### src/rtl/decoder_n_scan.sv
// decoder_n_scan: registered N-bit binary-to-one-hot decoder with enable,
// load strobe and an autonomous scan mode that walks the one-hot output
// through all 2^N lines, holding each line for DWELL cycles.
module decoder_n_scan #(
    parameter int N     = 2,
    parameter int DWELL = 4
) (
    input  logic              clk,
    input  logic              rst_n,
    input  logic              en,
    input  logic              mode,
    input  logic              load,
    input  logic [N-1:0]      a,
    output logic [2**N-1:0]   y,
    output logic [N-1:0]      idx,
    output logic              wrap
);

    localparam int W  = 2**N;
    localparam int CW = (DWELL > 1) ? $clog2(DWELL) : 1;
    localparam logic [CW-1:0] CNT_LAST = CW'(DWELL - 1);
    localparam logic [N-1:0]  IDX_LAST = '1;
    localparam logic [W-1:0]  LINE0    = W'(1);

    typedef enum logic [1:0] {IDLE, DIRECT, SCAN} state_t;

    state_t        state, state_n;
    logic [CW-1:0] cnt, cnt_n;
    logic [N-1:0]  idx_n;
    logic          wrap_n;
    logic [W-1:0]  y_n;

    // Next-state logic; priority is !en > load > mode change > dwell step.
    // Outputs are computed from the next state so y/idx/wrap appear one
    // cycle after the inputs that caused them.
    always_comb begin
        state_n = state;
        idx_n   = idx;
        cnt_n   = cnt;
        wrap_n  = 1'b0;
        case (state)
            IDLE: begin
                if (en) begin
                    if (mode) begin
                        state_n = SCAN;
                        cnt_n   = '0;
                        if (load) idx_n = a;
                    end else if (load) begin
                        state_n = DIRECT;
                        idx_n   = a;
                    end
                end
            end
            DIRECT: begin
                if (!en) begin
                    state_n = IDLE;
                end else begin
                    if (load) idx_n = a;
                    if (mode) begin
                        state_n = SCAN;
                        cnt_n   = '0;
                    end
                end
            end
            SCAN: begin
                if (!en) begin
                    // counter and index freeze; counter restarts on re-entry
                    state_n = IDLE;
                end else if (load) begin
                    // a load pre-empts any dwell step due this cycle
                    idx_n = a;
                    cnt_n = '0;
                    if (!mode) state_n = DIRECT;
                end else if (!mode) begin
                    state_n = DIRECT;
                end else if (cnt == CNT_LAST) begin
                    cnt_n  = '0;
                    idx_n  = idx + N'(1);
                    wrap_n = (idx == IDX_LAST);
                end else begin
                    cnt_n = cnt + CW'(1);
                end
            end
            default: state_n = IDLE;
        endcase
        y_n = (state_n == IDLE) ? '0 : (LINE0 << idx_n);
    end

    // State, counter and all outputs registered; async active-low clear.
    always_ff @(posedge clk or negedge rst_n) begin
        if (!rst_n) begin
            state <= IDLE;
            cnt   <= '0;
            idx   <= '0;
            y     <= '0;
            wrap  <= 1'b0;
        end else begin
            state <= state_n;
            cnt   <= cnt_n;
            idx   <= idx_n;
            y     <= y_n;
            wrap  <= wrap_n;
        end
    end

endmodule

### config.mk
export PLATFORM = sky130hd
export DESIGN_NAME = decoder_n_scan
export DESIGN_NICKNAME = d
export VERILOG_FILES = /design/src/rtl/decoder_n_scan.sv
export SDC_FILE = /design/constraint.sdc
export NUM_CORES = 1
export LEC_CHECK = 0
export CAP_MARGIN = 20
export CORE_MARGIN = 10
export CORE_UTILIZATION = 43
export CTS_CLUSTER_SIZE = 16
export DETAILED_ROUTE_END_ITERATION = 8
export HOLD_SLACK_MARGIN = 0.02
export PLACE_DENSITY = 0.72
export SLEW_MARGIN = 0
export SYNTH_ARGS = -nofsm -noshare
export SYNTH_HDL_FRONTEND = slang
export SYNTH_SLANG_ARGS = --single-unit
### constraint.sdc
create_clock -name clk -period 1.5 [get_ports clk]
set_input_delay 0.225 -clock clk [delete_from_list [all_inputs] [get_ports clk]]
set_output_delay 0.225 -clock clk [all_outputs]
set_load 0.03 [all_outputs]
==> flow_metrics.env <==
export IMPL_grt_max_degree=12
export IMPL_synth_edf_count=0
export IMPL_synth_area_sq_um=632
export IMPL_final_cell_mix="buf_4 (13), dlymetal6s2s_1 (8), dfrtp_1 (7)"
export IMPL_syn_inst=57
export IMPL_synth_largest_area_cell="dfrtp_1"
export IMPL_yosysTopAreaCellShare=0.436
export IMPL_path_cells="buf_4, a21boi_4, a21oi_1, buf_4, nor4_2"
export IMPL_multiInputGateArea_sq_um=392
export IMPL_hold_class="primary input to asynchronous set/reset pin"
export IMPL_routed_wl_microns=1490
export IMPL_finalHoldViolCount=0
export IMPL_arrival_ns=1.64
export IMPL_fmax_mhz=677
export IMPL_synthArstFlopShare=1.00
export IMPL_synthTopCellsByArea="dfrtp_1 (44%), o221ai_2 (4.8%), ha_1 (4.0%), nand4b_4 (3.8%), a21oi_1 (3.2%)"
export IMPL_power_density_nw_per_um2=838
export IMPL_clkLatencyLatePin_ns=0.26
export IMPL_finalClockSkew_ns=0.00248
export IMPL_place_ws_ns=-0.288
export IMPL_end_kind="flop"
export IMPL_synth_top_flop_cell="dfrtp_1"
export IMPL_ys_seq_area_frac=0.436
export IMPL_cts_tree="yes"
export IMPL_gp_congestion=0.786
export IMPL_antenna_found_initial=0
export IMPL_area_growth_pct=52.9
export IMPL_syn_area_per_cell_sq_um=11.1
export IMPL_startpoint_type="flop"
export IMPL_vias=526
export IMPL_synth_seq_cells=11
export IMPL_io_pins=14
export IMPL_dieHeight_microns=58.3
export IMPL_timing_hold_ws_ns=0.295
export IMPL_clk_pin_slew_worst_paths_ns=0.08
export IMPL_num_antenna_cells=0
export IMPL_drive_above_1_share=0.422
export IMPL_dieArea_sq_um=3400
export IMPL_via_per_inst=5.37
export IMPL_total_power_mw=0.810
export IMPL_p_leak_nw=0.525
export IMPL_worstSetupPathType="flop to flop"
export IMPL_slowest_stage="dfrtp_2"
export IMPL_core_area_sq_um=1350
export IMPL_cp_startpoint="state[1]"
export IMPL_clock_sinks=11
export IMPL_finalCritPeriodShare=0.985
export IMPL_post_route_cell_area_sq_um=966
export IMPL_crit_path_max_incr_delay_ns=0.47
export IMPL_rows=13
export IMPL_numCtsBuffers=3
export IMPL_status="completed"
export IMPL_maxCapViolations=0
export IMPL_cts_root_buf="clkbuf_4"
export IMPL_critPathMostFrequentCell="buf_4"
export IMPL_r2r_end="y[1]"
export IMPL_rrSetupSlack_ns=0.02
export IMPL_post_dp_cell_area_sq_um=858
export IMPL_first_iter_violations=6
export IMPL_grt_pass1_vias=531
export IMPL_setup_slack_ns=0.0224
export IMPL_worst_pin_slew_ns=0.514
export IMPL_finalMaxSlewViolations=0
export IMPL_seqCellArea_sq_um=280
export IMPL_yosys_warnings=0
export IMPL_fillerInstances=100
export IMPL_r2r_worst_path_cells=5
export IMPL_crit_path_end="y[1]"
export IMPL_reg2reg_from="state[1]"
export IMPL_overflow=0
export IMPL_dp_hpwl_microns=1090
export IMPL_grt_total_usage=0.0864
export IMPL_grt_pass1_wl_microns=2320
export IMPL_initial_utilization=0.468
export IMPL_vdd_drop_max_v=0.000548
export IMPL_ant_nets=0
export IMPL_syn_nets=66
export IMPL_ys_types=30
export IMPL_cts_max_level=1
export IMPL_drt_pass1_iter_count=4
export IMPL_wire_per_inst_microns=15.2
export IMPL_io_buffer_count=13
export IMPL_layout_commonest_cell="buf_4"
export IMPL_finalSetupViolCount=0
export IMPL_clockBufferDepth=2
export IMPL_period_needed_ns=1.48
export IMPL_path_max_fanout=7
export IMPL_maxSlewHeadroom=0.656
export IMPL_die_w_microns=58.3
export IMPL_drc=0
export IMPL_final_nets=93
export IMPL_required_ns=1.66
## flip-flops by register name (all words and copies together) (netlist names)
name and count:
idx 2, y 4, state 2, cnt 2, wrap 1
## cell families (layout without fill, tap and decap cells)
logic type / count (synthesis) / count (layout) / share of synthesized area
simple gates: 22 / 22 / 0.251
buf+inv: 5 / 31 / 0.0416
compound gates: 16 / 16 / 0.216
fa+ha+maj: 2 / 2 / 0.0396
flops: 11 / 11 / 0.436
mux: 1 / 1 / 0.0158
## layer usage
metal	vias up	part of all wire	routed length (microns)	global-route usage
li1	262	-	-	-
met2	11	0.45	675	0.123
met5	-	0	0	0
met3	2	0.058	86	0.0343
met1	251	0.48	718	0.110
met4	0	0.0087	13	0.0403
## cell usage after synthesis, drive strengths merged (2+ instances only)
library cell and instances:
nor2b 2, o21ai 2, nor2 3, buf 4, a21oi 4, o221ai 2
a22o 2, nand2 6, nor3 2, dfrtp 11, ha 2
## where the power goes
group	total, mW	internal (mW)	leakage, nW	switching, mW
Combinational	0.259	0.126	0.369	0.133
Sequential	0.345	0.322	0.140	0.0234
Clock	0.206	0.103	0.0150	0.103
## metrics by stage
step	TNS, ns	util	cells
6_report	0	0.715	98
5_1_grt	-0.00401	0.715	98
4_1_cts	0	0.655	98
3_5_place_dp	-1.29	0.636	94
3_3_place_gp	-1.15	0.636	94
2_1_floorplan	0	-	57
## cell type report
type,count,area share
Clock buffer,4,0.0272
Sequential cell,11,0.290
Tap cell,15,0.0194
Multi-Input combinational cell,41,0.405
Inverter,1,0.00389
Timing Repair Buffer,26,0.254
## repair_timing
action	4_1_cts	5_1_grt
pin swaps	1	3
setup buffers	0	0
hold buffers	0	0
endpoints found under the hold margin	0	0
gates resized for setup	3	17
setup endpoints to repair	6	9
## how the worst min path moves through the flow
stage            from  endpoint  cells after the start
2_1_floorplan   rst_n    cnt[0]                      0
3_3_place_gp   cnt[1]    cnt[1]                      2
3_5_place_dp   cnt[1]    cnt[1]                      2
4_1_cts         rst_n    cnt[0]                      1
5_1_grt         rst_n      y[2]                      1
6_report        rst_n    cnt[0]                      1
## critical path: cells and delay by family, from the launching register on
family | cells | cell delay, ns
simple gates | 1 | 0.28
compound gates | 2 | 0.29
flops | 1 | 0.47
buf+inv | 2 | 0.34
No activity file was read; power rests on OpenSTA's default activity.
